**config.mk**
```make
export PLATFORM = sky130hd
export DESIGN_NAME = req_ack_pulse_tx
export DESIGN_NICKNAME = d
export VERILOG_FILES = /design/src/rtl/req_ack_pulse_tx.sv
export SDC_FILE = /design/constraint.sdc
export NUM_CORES = 1
export LEC_CHECK = 0
export ABC_AREA = 1
export BUFFER_PORTS_ARGS = -buffer_cell sky130_fd_sc_hd__buf_2
export CAP_MARGIN = 20
export CORE_ASPECT_RATIO = 1.4
export CORE_MARGIN = 2
export CORE_UTILIZATION = 55
export DETAILED_ROUTE_END_ITERATION = 12
export GPL_TIMING_DRIVEN = 0
export PLACE_DENSITY_LB_ADDON = 0.05
export SYNTH_ARGS = -nofsm -noshare
export SYNTH_HDL_FRONTEND = slang
export SYNTH_SLANG_ARGS = --single-unit
```
**constraint.sdc**
```tcl
create_clock -name clk -period 4.65 [get_ports clk]
set_input_delay 0.465 -clock clk [delete_from_list [all_inputs] [get_ports clk]]
set_output_delay 0.465 -clock clk [all_outputs]
set_load 0.05 [all_outputs]
```
**src/rtl/req_ack_pulse_tx.sv**
```systemverilog
`default_nettype none
// ============================================================================
//  Module      : req_ack_pulse_tx
//  Description : Transmit side of a 4-phase req/ack clock-domain crossing.
//                Converts single-cycle event pulses into level handshakes on
//                req_out. Events arriving while a handshake is in flight are
//                queued as a count. Reports overflow and ack timeouts.
//
//  Ports
//    clk          in   1    sole clock, all logic on posedge
//    reset_n      in   1    synchronous reset, active low
//    in_pulse     in   1    event strobe, one clk wide per event
//    ack_in       in   1    receiver ack, asynchronous (2-FF synced to ack_s)
//    req_out      out  1    registered handshake request level
//    busy         out  1    high whenever the FSM is not idle
//    pending      out  PW   queued events not yet launched
//    done_pulse   out  1    1-clk strobe: handshake acknowledged
//    overflow     out  1    1-clk strobe: event dropped, queue full
//    timeout_err  out  1    1-clk strobe: request aborted on ack timeout
//
//  Revision    : 1.0 - initial release
// ============================================================================
module req_ack_pulse_tx #(
    parameter int MAX_PENDING = 7,
    parameter int PW          = 3,
    parameter int TIMEOUT     = 1000,
    parameter int TW          = 10
) (
    input  logic          clk,
    input  logic          reset_n,
    input  logic          in_pulse,
    input  logic          ack_in,
    output logic          req_out,
    output logic          busy,
    output logic [PW-1:0] pending,
    output logic          done_pulse,
    output logic          overflow,
    output logic          timeout_err
);

    localparam logic [1:0] c_st_idle   = 2'd0;
    localparam logic [1:0] c_st_req_hi = 2'd1;
    localparam logic [1:0] c_st_req_lo = 2'd2;
    localparam logic [1:0] c_st_abort  = 2'd3;

    // Timer value at which REQ_HI gives up; only meaningful when TIMEOUT > 0.
    localparam logic          c_tmo_en   = (TIMEOUT > 0);
    localparam logic [TW-1:0] c_tmo_last = TW'(TIMEOUT - 1);
    localparam logic [PW-1:0] c_pend_max = PW'(MAX_PENDING);

    logic          r_ack_meta;
    logic          r_ack_s;
    logic [1:0]    r_state;
    logic [TW-1:0] r_timer;
    logic [PW-1:0] r_pending;
    logic          r_req;
    logic          r_done;
    logic          r_ovf;
    logic          r_tmo;

    logic [1:0]    w_state_d;
    logic [TW-1:0] w_timer_d;
    logic [PW-1:0] w_pending_d;
    logic          w_req_d;
    logic          w_done_d;
    logic          w_ovf_d;
    logic          w_tmo_d;
    logic          w_have_work;
    logic          w_launch;
    logic          w_direct;
    logic          w_inc;
    logic          w_dec;

    always_comb begin
        w_state_d   = r_state;
        w_timer_d   = r_timer;
        w_req_d     = r_req;
        w_done_d    = 1'b0;
        w_ovf_d     = 1'b0;
        w_tmo_d     = 1'b0;
        w_launch    = 1'b0;
        w_have_work = in_pulse || (r_pending != '0);

        case (r_state)
            c_st_idle: begin
                if (w_have_work) begin
                    w_launch = 1'b1;
                end
            end
            c_st_req_hi: begin
                // Ack is checked first so it wins over a coincident timeout.
                if (r_ack_s) begin
                    w_state_d = c_st_req_lo;
                    w_req_d   = 1'b0;
                    w_done_d  = 1'b1;
                end else if (c_tmo_en && (r_timer == c_tmo_last)) begin
                    w_state_d = c_st_abort;
                    w_req_d   = 1'b0;
                    w_tmo_d   = 1'b1;
                end else if (r_timer != '1) begin
                    w_timer_d = r_timer + TW'(1);
                end
            end
            c_st_req_lo: begin
                // Back-to-back relaunch happens the cycle ack_s falls.
                if (!r_ack_s) begin
                    if (w_have_work) begin
                        w_launch = 1'b1;
                    end else begin
                        w_state_d = c_st_idle;
                    end
                end
            end
            c_st_abort: begin
                if (!r_ack_s) begin
                    w_state_d = c_st_idle;
                end
            end
        endcase

        if (w_launch) begin
            w_state_d = c_st_req_hi;
            w_req_d   = 1'b1;
            w_timer_d = '0;
        end

        // A launch with an empty queue consumes the incoming pulse directly;
        // otherwise the oldest queued event goes and the new pulse is queued.
        w_direct = w_launch && (r_pending == '0);
        w_dec    = w_launch && (r_pending != '0);
        w_inc    = in_pulse && !w_direct;

        w_pending_d = r_pending;
        if (w_inc && !w_dec) begin
            if (r_pending == c_pend_max) begin
                w_ovf_d = 1'b1;
            end else begin
                w_pending_d = r_pending + PW'(1);
            end
        end else if (w_dec && !w_inc) begin
            w_pending_d = r_pending - PW'(1);
        end
    end

    always_ff @(posedge clk) begin
        if (!reset_n) begin
            r_ack_meta <= 1'b0;
            r_ack_s    <= 1'b0;
            r_state    <= c_st_idle;
            r_timer    <= '0;
            r_pending  <= '0;
            r_req      <= 1'b0;
            r_done     <= 1'b0;
            r_ovf      <= 1'b0;
            r_tmo      <= 1'b0;
        end else begin
            r_ack_meta <= ack_in;
            r_ack_s    <= r_ack_meta;
            r_state    <= w_state_d;
            r_timer    <= w_timer_d;
            r_pending  <= w_pending_d;
            r_req      <= w_req_d;
            r_done     <= w_done_d;
            r_ovf      <= w_ovf_d;
            r_tmo      <= w_tmo_d;
        end
    end

    assign req_out     = r_req;
    assign busy        = (r_state != c_st_idle);
    assign pending     = r_pending;
    assign done_pulse  = r_done;
    assign overflow    = r_ovf;
    assign timeout_err = r_tmo;

endmodule
`default_nettype wire

```
==> metrics.cfg <==
[timing]
fmax_mhz = 509
fin_ws_ns = 2.68
maxSlewHeadroom = 0.821
hold_viol = 0
worst_slew_pin_slew_ns = 0.266
rsz0062_at_grt = no
tns_ns = 0
setup_viol = 0
fin_crit_sh = 0.423
finalCriticalPeriod_ns = 1.97
finalMaxSlewViolations = 0
skew_ns = 0.00277

[drt]
dr.pass1.iters = 4
drtIter0Drc = 12
drc = 0
wl_per_cell_um = 11.1
vias = 1048
drt-vias-per-instance = 5.27
routed_wl_um = 2210
antenna_left = 0

[pwr]
p_switching_uw = 385
p_int_uw = 375
power_frac_seq = 0.327
leakage_uw = 0.000550
ir_drop_v = 0.000383
powerDensity_nw_per_um2 = 591
clkPwrFrac = 0.116
p_comb_frac = 0.557
p_sw_frac = 0.507

[clock_tree]
cts-buffers-inserted = 3
post_cts_buffers = 0
cts_resized = 0
clk_pin_slew_ns = 0.11
cts.sinks = 21
clockRootBuffer = clkbuf_4
cts_hold_buffers = 0
insertion_delay_ns = 0.30
cts_max_path_buffers = 2
cts_tree = yes
htree_levels = 1

[setup_path]
cp.arrival_ns = 2.18
reg2reg_depth = 12
crit_fanout = 5
r2r_start = r_state[0]$_SDFFE_PN0P_
r2r_slack_ns = 2.68
criticalPathCategory = register to register
critPathLaunchType = register
required_ns = 4.86
worstSetupEndpointType = register
rr_endpoint = pending[2]$_SDFFE_PN0P_

[logic_synthesis]
yosysWarnings = 0
avgSynthCellArea_um2 = 7.24
synth-seq-area-share = 0.356
synth-compound-area-share = 0.112
muxShareOfSynthArea = 0
synthXorXnorAreaFrac = 0.0445
synthAdderAreaFrac = 0.0636
synth_area_um2 = 1180
netlist_instances = 163
yosys-top-cells-area = dfxtp_1 (36%), nand2_1 (13%), a21oi_1 (6.8%), ha_1 (6.4%), inv_1 (6.0%)
synth_seq_cells = 21
synth_top_family_by_area = simple AND/OR/NAND/NOR gates
syn_nets = 173
synth-simple-area-share = 0.344
yosys.area.top_type = dfxtp_1
ys_types = 27
synth_top_cell_area_share = 0.356

[floorplanning]
fp.dieW_um = 43.1
fp.coreArea_um2 = 2000
row_count = 19
initial_core_util = 0.591
die-area_um2 = 2540
fp.dieH_um = 58.8
ios = 12

[final_layout]
final_cell_mix = nand2_1 (41), dfxtp_1 (21), inv_1 (19)
fin_area_um2 = 1290
final_common_cell = nand2_1
area_delta_synth_final_pct = 9.12
postLayoutCoreUtil = 0.645
layout.filler_cells = 198
fin_nets = 189
drive_gt1_frac = 0.169
diodes = 0
fin_cells = 199

[place]
place_area_um2 = 1260
dp_hpwl_um = 1750
place_congestion = 0.868
numPortBuffers = 11
dp_cells = 195
pre_cts_ws_ns = 2.72

[global_route]
grt_pass1_vias = 1006
grt_overflow = 0
grt.total_usage = 0.203
antenna_found_initial = 0
grt_max_degree = 12
grt_pass1_wl_um = 3910

[worst_hold_path]
holdPathEnd = r_ack_meta$_SDFF_PN0_
worstHoldStart = ack_in
min_path_type = primary input to register
whs_path_depth = 3

[outcome]
status = finished, final reports clean

[run]
cap_violations = 0

==> cell type report <==
class                   instances  area, µm²  area share
plain buffers                   1       11.3     0.00875
clock buffers                   4       26.3      0.0204
inverters                      22       82.6      0.0641
multi-input cells             119        666       0.517
flip-flops and latches         21        420       0.327
well taps                      21       26.3      0.0204
repair buffers                 11       55.1      0.0428
==> synth_stat cells (all sizes together) <==
cell,number
xnor2,1
nand2,44
ha,6
or2,1
nand3,13
nor2,15
inv,22
xor2,5
nor4,1
buf,1
dfxtp,21
nand4,1
a31oi,1
a21oi,17
o31ai,1
nor3,7
o21ai,6
==> flip-flops by register name (all words and copies together), names as in the netlist <==
signal and count:
r_ack_s 1, req_out 1, timeout_err 1, r_state 2
r_timer 10, done_pulse 1, r_ack_meta 1, pending 3
overflow 1
==> critical path: stages (launching register included) <==
cell and delay [ns]:
dfxtp_1 0.41, inv_1 0.10, ha_1 0.23, nand2_1 0.12, nand3_1 0.15, xor2_1 0.18, ha_1 0.19, o21ai_0 0.14
o21ai_0 0.10, inv_1 0.08, nand3_1 0.07, nand2_1 0.06, nor2_1 0.03
==> metrics by stage <==
step | total power, µW | hold WS (ns)
floorplan | 593 | 0.390
global placement | 668 | 0.426
detailed placement | 678 | 0.424
CTS | 770 | 0.348
global route | 833 | 0.356
finish | 761 | 0.354
==> cells by family after synthesis <==
| group | count (synthesis) |
|---|---|
| flip-flops | 21 |
| AO/OA/AOI/OAI | 25 |
| AND/OR/NAND/NOR | 82 |
| adder cells (fa/ha/maj) | 6 |
| XOR/XNOR | 6 |
| buffers and inverters | 23 |
==> how the worst max path moves through the flow <==
stage | slack, ns | cells after the start | end | startpoint
after floorplan | 2.53 | 12 | pending[2]$_SDFFE_PN0P_ | r_state[1]$_SDFFE_PP0P_
after global placement | 2.79 | 12 | pending[2]$_SDFFE_PN0P_ | r_state[1]$_SDFFE_PP0P_
after detailed placement | 2.72 | 12 | pending[2]$_SDFFE_PN0P_ | r_state[0]$_SDFFE_PN0P_
after CTS | 2.69 | 12 | pending[2]$_SDFFE_PN0P_ | r_state[1]$_SDFFE_PP0P_
after global routing | 2.50 | 12 | pending[2]$_SDFFE_PN0P_ | r_state[0]$_SDFFE_PN0P_
final | 2.68 | 12 | pending[2]$_SDFFE_PN0P_ | r_state[0]$_SDFFE_PN0P_
==> power groups by stage <==
| stage | combinational [µW] | clock [µW] | sequential (µW) |
|---|---|---|---|
| after floorplan | 285 | 0 | 308 |
| final | 424 | 88.1 | 249 |
| after CTS | 427 | 94.1 | 249 |
| after global placement | 417 | 0 | 251 |
| after detailed placement | 425 | 0 | 253 |
| after global routing | 479 | 98.9 | 256 |
==> metal layers <==
metal	vias to the layer above	routed length, µm	global-route usage	share of wire
met5	-	0	0	0
li1	556	-	-	-
met3	7	39	0.0184	0.018
met1	473	871	0.207	0.39
met4	0	68	0.108	0.031
met2	12	1230	0.392	0.56
No activity file was read; power rests on OpenSTA's default activity.
